`src/rtl/result_tx_serializer_pkg.sv`:
```
// Shared types and helpers for the result byte serializer.
// Optional feature macro: RESULT_TX_CHECKSUM_EN (adds the TAIL checksum byte).
package result_tx_serializer_pkg;

  typedef enum logic [2:0] {
    ST_IDLE    = 3'd0,
    ST_ISSUE   = 3'd1,
    ST_WAIT_HI = 3'd2,
    ST_WAIT_LO = 3'd3,
`ifdef RESULT_TX_CHECKSUM_EN
    ST_TAIL    = 3'd4,
`endif
    ST_FINISH  = 3'd5
  } tx_state_e;

  // Counter width able to index 0..count-1 (at least one bit).
  function automatic int idx_width(input int count);
    return (count > 1) ? $clog2(count) : 1;
  endfunction

  // Requested dimension limited to the largest matrix the bus carries.
  function automatic logic [3:0] clamp_dim(input logic [3:0] n, input logic [3:0] max_dim);
    return (n > max_dim) ? max_dim : n;
  endfunction

endpackage

```
`src/rtl/result_tx_serializer_index_gen.sv`:
```
// result_index_gen: walks row, column and byte of the active n x n sub-matrix.
// Produces the flat bus element index (r*MAX_DIM+c), the byte select (0 = MS byte)
// and a flag marking the final byte of the frame.
module result_index_gen
  import result_tx_serializer_pkg::*;
#(
  parameter int MAX_DIM = 3,
  parameter int BYTES   = 2
) (
  input  logic                                    clk,
  input  logic                                    rst,
  input  logic                                    clr,
  input  logic                                    adv,
  input  logic [3:0]                              n,
  output logic [idx_width(MAX_DIM*MAX_DIM)-1:0]   bus_idx,
  output logic [idx_width(BYTES)-1:0]             byte_sel,
  output logic                                    last
);

  localparam int IDX_W  = idx_width(MAX_DIM*MAX_DIM);
  localparam int BSEL_W = idx_width(BYTES);
  localparam logic [BSEL_W-1:0] BYTE_LAST = BSEL_W'(BYTES-1);

  logic [3:0]        row_reg;
  logic [3:0]        col_reg;
  logic [BSEL_W-1:0] byte_reg;
  logic              byte_wrap;
  logic              col_wrap;

  assign byte_wrap = (byte_reg == BYTE_LAST);
  assign col_wrap  = (col_reg == n - 4'd1);
  assign last      = byte_wrap && col_wrap && (row_reg == n - 4'd1);
  assign bus_idx   = IDX_W'(32'(row_reg) * 32'(MAX_DIM) + 32'(col_reg));
  assign byte_sel  = byte_reg;

  // Step byte, then column, then row; rows advance by MAX_DIM on the bus, not by n.
  always_ff @(posedge clk or negedge rst) begin
    if (!rst) begin
      row_reg  <= '0;
      col_reg  <= '0;
      byte_reg <= '0;
    end else if (clr) begin
      row_reg  <= '0;
      col_reg  <= '0;
      byte_reg <= '0;
    end else if (adv) begin
      if (byte_wrap) begin
        byte_reg <= '0;
        if (col_wrap) begin
          col_reg <= '0;
          row_reg <= row_reg + 4'd1;
        end else begin
          col_reg <= col_reg + 4'd1;
        end
      end else begin
        byte_reg <= byte_reg + 1'b1;
      end
    end
  end

endmodule

```
`src/rtl/result_tx_serializer.sv`:
```
// result_tx_serializer: captures the calculator result bus and streams the active
// n x n sub-matrix to uart_tx as bytes (row-major, MS byte first) via tx_start/tx_busy.
// Optional feature macro: RESULT_TX_CHECKSUM_EN appends a modulo-256 sum byte.
module result_tx_serializer
  import result_tx_serializer_pkg::*;
#(
  parameter int ELEM_W       = 16,
  parameter int MAX_DIM      = 3,
  parameter int BUSY_TIMEOUT = 64
) (
  input  logic                              clk,
  input  logic                              rst,
  input  logic                              load,
  input  logic [MAX_DIM*MAX_DIM*ELEM_W-1:0] result,
  input  logic [3:0]                        matrix_size,
  input  logic                              tx_busy,
  output logic                              tx_start,
  output logic [7:0]                        tx_data,
  output logic                              busy,
  output logic                              done,
  output logic                              err
);

  localparam int BYTES  = ELEM_W / 8;
  localparam int NELEM  = MAX_DIM * MAX_DIM;
  localparam int IDX_W  = idx_width(NELEM);
  localparam int BSEL_W = idx_width(BYTES);
  localparam int TO_W   = $clog2(BUSY_TIMEOUT + 1);

  tx_state_e                 state_reg, state_next;
  logic [NELEM*ELEM_W-1:0]   result_reg;
  logic [3:0]                n_reg;
  logic [TO_W-1:0]           to_cnt_reg;
  logic                      err_reg;
  logic [7:0]                tx_data_reg;
`ifdef RESULT_TX_CHECKSUM_EN
  logic [7:0]                sum_reg;
  logic                      tail_reg;
`endif

  logic                      accept;
  logic                      idx_clr;
  logic                      idx_adv;
  logic                      idx_last;
  logic                      byte_done;
  logic                      timeout_hit;
  logic [3:0]                load_n;
  logic [IDX_W-1:0]          bus_idx;
  logic [BSEL_W-1:0]         byte_sel;
  logic [ELEM_W-1:0]         elem [NELEM];
  logic [ELEM_W-1:0]         cur_elem;
  logic [7:0]                cur_byte;

  assign load_n = clamp_dim(matrix_size, 4'(MAX_DIM));
  assign err    = err_reg;

  result_index_gen #(
    .MAX_DIM (MAX_DIM),
    .BYTES   (BYTES)
  ) u_index_gen (
    .clk      (clk),
    .rst      (rst),
    .clr      (idx_clr),
    .adv      (idx_adv),
    .n        (n_reg),
    .bus_idx  (bus_idx),
    .byte_sel (byte_sel),
    .last     (idx_last)
  );

  genvar gi;
  generate
    for (gi = 0; gi < NELEM; gi++) begin : g_elem
      assign elem[gi] = result_reg[gi*ELEM_W +: ELEM_W];
    end
  endgenerate

  // Pick the current element and its byte; byte_sel 0 is the most significant byte.
  always_comb begin
    cur_elem = '0;
    for (int e = 0; e < NELEM; e++) begin
      if (bus_idx == IDX_W'(e)) cur_elem = elem[e];
    end
    cur_byte = 8'h00;
    for (int b = 0; b < BYTES; b++) begin
      if (byte_sel == BSEL_W'(b)) cur_byte = cur_elem[(BYTES-1-b)*8 +: 8];
    end
  end

  // Next-state and decoded outputs; a byte is finished either by tx_busy falling or by timeout.
  always_comb begin
    state_next  = state_reg;
    accept      = 1'b0;
    idx_clr     = 1'b0;
    idx_adv     = 1'b0;
    byte_done   = 1'b0;
    timeout_hit = 1'b0;
    tx_start    = 1'b0;
    busy        = 1'b0;
    done        = 1'b0;
    tx_data     = tx_data_reg;
    case (state_reg)
      ST_IDLE: begin
        if (load) begin
          accept     = 1'b1;
          idx_clr    = 1'b1;
          state_next = (load_n == 4'd0) ? ST_FINISH : ST_ISSUE;
        end
      end
      ST_ISSUE: begin
        busy       = 1'b1;
        tx_start   = 1'b1;
        tx_data    = cur_byte;
        state_next = ST_WAIT_HI;
      end
      ST_WAIT_HI: begin
        busy = 1'b1;
        if (tx_busy) begin
          state_next = ST_WAIT_LO;
        end else if (to_cnt_reg == TO_W'(BUSY_TIMEOUT-1)) begin
          timeout_hit = 1'b1;
          byte_done   = 1'b1;
        end
      end
      ST_WAIT_LO: begin
        busy = 1'b1;
        if (!tx_busy) byte_done = 1'b1;
      end
`ifdef RESULT_TX_CHECKSUM_EN
      ST_TAIL: begin
        busy       = 1'b1;
        tx_start   = 1'b1;
        tx_data    = sum_reg;
        state_next = ST_WAIT_HI;
      end
`endif
      ST_FINISH: begin
        done       = 1'b1;
        state_next = ST_IDLE;
      end
      default: state_next = ST_IDLE;
    endcase
    if (byte_done) begin
`ifdef RESULT_TX_CHECKSUM_EN
      if (tail_reg) begin
        state_next = ST_FINISH;
      end else if (idx_last) begin
        state_next = ST_TAIL;
      end else begin
        idx_adv    = 1'b1;
        state_next = ST_ISSUE;
      end
`else
      if (idx_last) begin
        state_next = ST_FINISH;
      end else begin
        idx_adv    = 1'b1;
        state_next = ST_ISSUE;
      end
`endif
    end
  end

  // State register.
  always_ff @(posedge clk or negedge rst) begin
    if (!rst) state_reg <= ST_IDLE;
    else      state_reg <= state_next;
  end

  // Frame capture; only an accepted load from IDLE may overwrite the held data.
  always_ff @(posedge clk or negedge rst) begin
    if (!rst) begin
      result_reg <= '0;
      n_reg      <= '0;
    end else if (accept) begin
      result_reg <= result;
      n_reg      <= load_n;
    end
  end

  // Counts WAIT_HI cycles spent without tx_busy; restarts for every byte.
  always_ff @(posedge clk or negedge rst) begin
    if (!rst)
      to_cnt_reg <= '0;
    else if (state_reg == ST_WAIT_HI && !tx_busy && !timeout_hit)
      to_cnt_reg <= to_cnt_reg + 1'b1;
    else
      to_cnt_reg <= '0;
  end

  // Sticky error and held byte; tx_data keeps the issued byte until the next request.
  always_ff @(posedge clk or negedge rst) begin
    if (!rst) begin
      err_reg     <= 1'b0;
      tx_data_reg <= 8'h00;
    end else begin
      if (accept)           err_reg <= 1'b0;
      else if (timeout_hit) err_reg <= 1'b1;
      if (tx_start)         tx_data_reg <= tx_data;
    end
  end

`ifdef RESULT_TX_CHECKSUM_EN
  // Running sum of every issued data byte, including ones later skipped by timeout.
  always_ff @(posedge clk or negedge rst) begin
    if (!rst) begin
      sum_reg  <= 8'h00;
      tail_reg <= 1'b0;
    end else if (accept) begin
      sum_reg  <= 8'h00;
      tail_reg <= 1'b0;
    end else begin
      if (state_reg == ST_ISSUE) sum_reg  <= sum_reg + cur_byte;
      if (state_reg == ST_TAIL)  tail_reg <= 1'b1;
    end
  end
`endif

endmodule

```
`config.mk`:
```
export PLATFORM = sky130hd
export DESIGN_NAME = result_tx_serializer
export DESIGN_NICKNAME = d
export VERILOG_FILES = /design/src/rtl/result_tx_serializer_pkg.sv /design/src/rtl/result_tx_serializer_index_gen.sv /design/src/rtl/result_tx_serializer.sv
export SDC_FILE = /design/constraint.sdc
export NUM_CORES = 1
export LEC_CHECK = 0
export CAP_MARGIN = 25
export CORE_AREA = 2 2 132 134
export CTS_CLUSTER_DIAMETER = 150
export DETAILED_ROUTE_END_ITERATION = 12
export DIE_AREA = 0 0 134 136
export PLACE_DENSITY = 0.8
export SYNTH_ARGS = -nofsm -noshare
export SYNTH_HDL_FRONTEND = slang
export SYNTH_HIERARCHICAL = 1
export SYNTH_SLANG_ARGS = --single-unit
```
`constraint.sdc`:
```
create_clock -name clk -period 4.7 [get_ports clk]
set_input_delay 0.94 -clock clk [delete_from_list [all_inputs] [get_ports clk]]
set_output_delay 0.94 -clock clk [all_outputs]
set_load 0.05 [all_outputs]
```
; ---- Word-level counts from Yosys, hierarchy flattened
; Index checks and enable logic that the tools add are counted.
[word_totals]
reg_bits = 176
input_bits = 152
output_inout_bits = 12
wordCells = 96
[classes]
n_addsub = 6
mul = 1
n_lt_le_gt_ge = 1
eq_ne = 18
muxes = 44
reduce_logical = 17
[ops]
columns = op, count
row1 = $mux W16, 9
row2 = $mux W4, 9
row3 = $eq A4 B3 Y1 const B, 4
row4 = $mux W1, 16
row5 = $mux W8, 2
row6 = $mux W3, 5
row7 = $pmux W3 S4, 1
row8 = $add A4 B1 Y4 const B, 2
row9 = $eq A4 B2 Y1 const B, 2
row10 = $eq A4 B4 Y1, 2
row11 = $logic_not A4 Y1, 2
row12 = $reduce_bool A2 Y1, 4
row13 = $add A7 B1 Y7 const B, 1
row14 = $eq A7 B6 Y1 const B, 1
row15 = $mux W7, 1
row16 = $eq A3 B2 Y1 const B, 2
row17 = $ne A3 B3 Y1 const B, 2
row18 = $reduce_and A3 Y1, 2
row19 = $add A4 B4 Y4, 1
row20 = $eq A4 B1 Y1 const B, 1
row21 = $eq A4 B4 Y1 const B, 1
row22 = $gt A4 B2 Y1 const B, 1
row23 = $logic_and A1 B1 Y1, 4
row24 = $mul A4 B2 Y4 const B, 1
row25 = 10 further kinds, 11

; ---- Depth between registers and ports, before layout
[depth]
depth_word = 14
ltp_mapped = 12
depth_no_buf = 11

; ---- Cells and area by module
; Netlist, hierarchy kept.
[modules_own_cells]
columns = mod, instances, cells_per_inst, area_per_inst_um2, seq_area_each_um2
row1 = result_tx_serializer, 1, 608, 7982.7, 4179.0
row2 = result_index_gen, 1, 81, 824.5, 225.2

; ---- Worst setup path before layout
; Ideal clock, no wire load.
[synth_path]
path_kind = register to output
from = register u_index_gen.row_reg[0]
to = output port tx_data[1]
arrival_ps = 3662
required_ps = 3760
setup_slack_ps = 98
path_stages_with_launch = 13
n_path_buf = 1
cell_sequence = dfrtp_1 fa_1 ha_1 fa_1 xnor2_1 xnor2_1 xnor2_1 clkbuf_1 nor4b_2 nand2_1 nand3_1 o21ai_0 a2bb2oi_1
[synth_via]
elab_chain_cells = 14
elab_cells_between_ends = 22
classes_between = add/sub: 1 / mul: 1 / eq/ne: 8 / mux: 11 / reduce/logical: 1
[synth_lines]
columns = element, line
row1 = from (decl), result_tx_serializer_index_gen.sv:24  ; logic [3:0] row_reg;
row2 = from (signal assigned), result_tx_serializer_index_gen.sv:51  ; row_reg <= row_reg + 4'd1;
row3 = $mul A4 B2 Y4 *, result_tx_serializer_index_gen.sv:33  ; assign bus_idx = IDX_W'(32'(row_reg) * 32'(MAX_DIM) + 32'(col_reg));
row4 = $add A4 B4 Y4 *, result_tx_serializer_index_gen.sv:33
row5 = net bus_idx[3], result_tx_serializer.sv:48  ; logic [IDX_W-1:0] bus_idx;
row6 = $logic_not A4 Y1, result_tx_serializer.sv:82  ; if (bus_idx == IDX_W'(e)) cur_elem = elem[e];
row7 = $mux W16 (8 in series), result_tx_serializer.sv:82
row8 = $mux W16 *, result_tx_serializer.sv:82
row9 = $mux W8 *, result_tx_serializer.sv:86  ; if (byte_sel == BSEL_W'(b)) cur_byte = cur_elem[(BYTES-1-b)*8 +: 8];
row10 = $mux W8 *, result_tx_serializer.sv:102  ; case (state_reg)
row11 = to (decl), result_tx_serializer.sv:18  ; output logic [7:0] tx_data,
; Mark *: on every way through the listed nets, which the timed path passes. The rest lies on a longest branch.

; ---- Worst setup path after layout
[layout_path]
from = register u_index_gen.row_reg[1]
to = output port tx_data[7]
; Same word-level chain as after synthesis.

==> reports/results.tsv <==
stage	metric	value	unit
setup_path	R2R Path Start	u_index_gen/row_reg[1]	
final_layout	# diodes	0	
route	Top Metal Used	met4	
sta	worst slew pin tran	1140	ps
setup_path	cells along the critical path	fa_1 > ha_4 > fa_2 > xnor2_2 > xnor2_2 > xnor2_2 > buf_6 > nand3b_1 > buf_6 > o21ai_2 > a211oi_1 > a31oi_1 > nand3_1 > buf_12	
setup_path	Setup crit start kind	flop	
global_route	first-pass GRT wire length	36700	um
die	row cnt	48	
synthesis	adder-cell area share of the yosys netlist	1.68	%
synthesis	largest family of logic cells by synthesized area	multiplexers	
sta	final number of setup-violating endpoints	5	
synthesis	Synth Net Count	851	
clocking	Clk Tree Root Cell	clkbuf_16	
outcome	failing checks	setup timing	
route	drt drc	0	
sta	relative slew slack	23.8	%
setup_path	Crit path arrival time	3850	ps
clocking	CTS max path bufs	2	
synthesis	top-count cell post-synth	dfrtp_1	
place	Post-DP HPWL	15900	um
setup_path	number of cells on the critical path	14	
route	vias per cell	5.95	
synthesis	Yosys reg bits	176	
clocking	TritonCTS clock tree	yes	
synthesis	EDFF count, synth	0	
global_route	initial antenna violation count	0	
final_layout	nets	1021	
clocking	Num CTS Buffers	17	
global_route	largest net degree at the start of global routing	115	
sta	setup ws final	-90.2	ps
sta	unrepaired setup endpoints after global routing	yes	
final_layout	Util after Layout	69.0	%
clocking	CTS Hold Bufs	0	
hold_path	Hold Crit Class	in2async	
synthesis	XOR/XNOR Fraction of Synth Area	2.03	%
clocking	Reg clk slew, reported paths	70	ps
power	PwrDens	662	nW/um^2
power	worst vdd ir	0.000475	V
clocking	worst skew pair latency	440	ps
synthesis	post-synthesis mux area share	24.8	%
outcome	status	finished with violations	
place	GP Congestion	0.978	
sta	Tcrit/Tclk final	102	%
die	Core Area	16900	sq um
synthesis	post-synthesis compound-gate area fraction	9.19	%
setup_path	worst-path maximum fanout	6	
final_layout	Largest register FFs	144	
route	Starting DRT DRC Count	610	
synthesis	Simple-Gate Fraction of Synth Area	8.74	%
synthesis	YS warnings	6	
die	die area	18200	sq um
route	Met2 Wirelength	11000	um
route	M1 WL	9680	um
power	Pleak	4.77	nW
place	I/O Buffers	163	
setup_path	worst r2r dst	tx_data_reg[3]	
sta	highest clock rate	209	MHz
sta	final hold vios	0	
setup_path	reg2reg setup slack	1330	ps
final_layout	final-layout fill cell count	1145	
synthesis	Main synth FF type	dfrtp_1	
final_layout	Layout Area Growth over Synthesis	32.3	%
clocking	CTS Sinks	176	
synthesis	Synth top cells by count	dfrtp_1, mux2_2, mux2i_1, o21ai_0, nand3_1	
synthesis	sequential share of the synthesized area	50.0	%
synthesis	distinct cell type count after synthesis	67	
setup_path	CP top delay family	adder cells	
setup_path	slowest stage cell, crit path	fa_1	
route	WL per Instance	21.2	um
sta	Period minus WS final	4790	ps
setup_path	Setup crit end kind	output pin	
route	metal3 WL	1520	um
global_route	Global Route Usage Sum	26.3	%
synthesis	Yosys top cell area share	50.0	%
route	WL final	23200	um
route	Routed Antenna Nets	0	
run	Max-cap violations	0	
sta	count of pins over their slew limit	0	
final_layout	layout cells sized above 1	32.0	%
setup_path	CP most frequent cell	xnor2_2	
synthesis	share of async-settable or async-resettable flops after synthesis	100	%
setup_path	Crit Path Category	reg2out	
synthesis	dominant cell type by area after synthesis	dfrtp_1	
setup_path	WP data required	3760	ps
die	Initial Utilization	52.2	%
clocking	htree depth	4	
die	Vert. Die Dim	136	um
sta	Worst Skew	11.7	ps
synthesis	synthesized area	8810	sq um
synthesis	Post-Syn Instances	689	
route	via count	6523	
global_route	vias in the first global route	6852	
synthesis	synth top area cells	dfrtp_1, mux2_2, mux2i_1	
die	I/O pin cnt	164	
setup_path	worst path bufs/invs	3	
route	drt pass-1 iters	6	
setup_path	Worst path max stage delay	530	ps
sta	hold_ws	325	ps
die	die span in x	134	um
setup_path	reg2reg path depth	14	
synthesis	Avg Cell Area, Syn	12.8	sq um
global_route	GRT overflow	0	
## what timing repair did
action	4_1_cts	5_1_grt
setup buffers	10	5
setup endpoints to repair	8	8
gates cloned	1	1
gates resized for setup	18	29
pin swaps	13	15
## layout by cell type, fill, tap and decap left out, drive strengths merged, types with 10 or more instances in the layout
master,count
clkbuf,19
nand2b,10
nand2,22
mux2i,25
o211ai,10
nor2b,12
a21oi,13
xnor2,12
mux2,158
o2bb2ai,14
o21ai,26
a32oi,12
buf,40
nor2,23
clkdlybuf4s50,154
dfrtp,176
nand3,24
## through the flow
step,instance area [sq um],total power [mW],setup TNS [ps],std cells,setup WS [ps]
after CTS,11400,7.51,0,1090,1.87
after detailed placement,10700,5.92,0,1047,81.6
final,11600,7.72,-300,1097,-90.2
after global routing,11600,8.10,-1340,1097,-215
after floorplan,8810,4.86,0,689,98.0
after global placement,10700,5.78,0,1047,200
## worst register-to-register path, stage by stage, from the launching register on
cell     delay (ps)
dfrtp_2         460
fa_1            530
ha_4            190
fa_2            360
xnor2_2         150
xnor2_2         150
xnor2_2         210
buf_6           160
nor3b_4         210
buf_6           160
a32oi_1          60
o22ai_1         240
a22oi_2          90
buf_4           210
nand3_1         100
## routing by layer
layer	up-vias	track usage [%]
met5	-	0
met3	74	5.85
li1	2898	-
met1	3252	33.4
met2	299	43.1
met4	0	12.6
## how the worst max path moves through the flow
stage	start	to	slack [ps]
3_5_place_dp	u_index_gen/row_reg[1]	tx_data[1]	80
2_1_floorplan	u_index_gen/row_reg[0]	tx_data[1]	100
6_report	u_index_gen/row_reg[1]	tx_data[7]	-90
4_1_cts	u_index_gen/row_reg[1]	tx_data[1]	2
5_1_grt	u_index_gen/row_reg[1]	tx_data[4]	-210
3_3_place_gp	u_index_gen/row_reg[1]	tx_data[1]	200
## cell type report
class                   instances  area, sq um  area share (%)
flip-flops and latches        176         4410            37.8
clock inverters                13          174            1.49
inverters                       7         31.3           0.269
repair buffers                194         2010            17.3
multi-input cells             463         4300            36.9
clock buffers                  19          443            3.80
well taps                     225          282            2.42
## logic make-up (layout without fill, tap and decap cells)
logic type,count (synthesis),after routing
multiplexers,190,190
buffers and inverters,50,233
XOR/XNOR,18,18
flip-flops,176,176
adder cells (fa/ha/maj),10,10
AO/OA/AOI/OAI,112,112
AND/OR/NAND/NOR,133,133
## power by group
part	total, mW	switching [mW]	internal [mW]
registers	2.67	0.468	2.20
clock network	1.49	0.625	0.861
logic	3.56	1.83	1.73
total	7.72	2.92	4.79
Power figures use the tool's default switching activity.
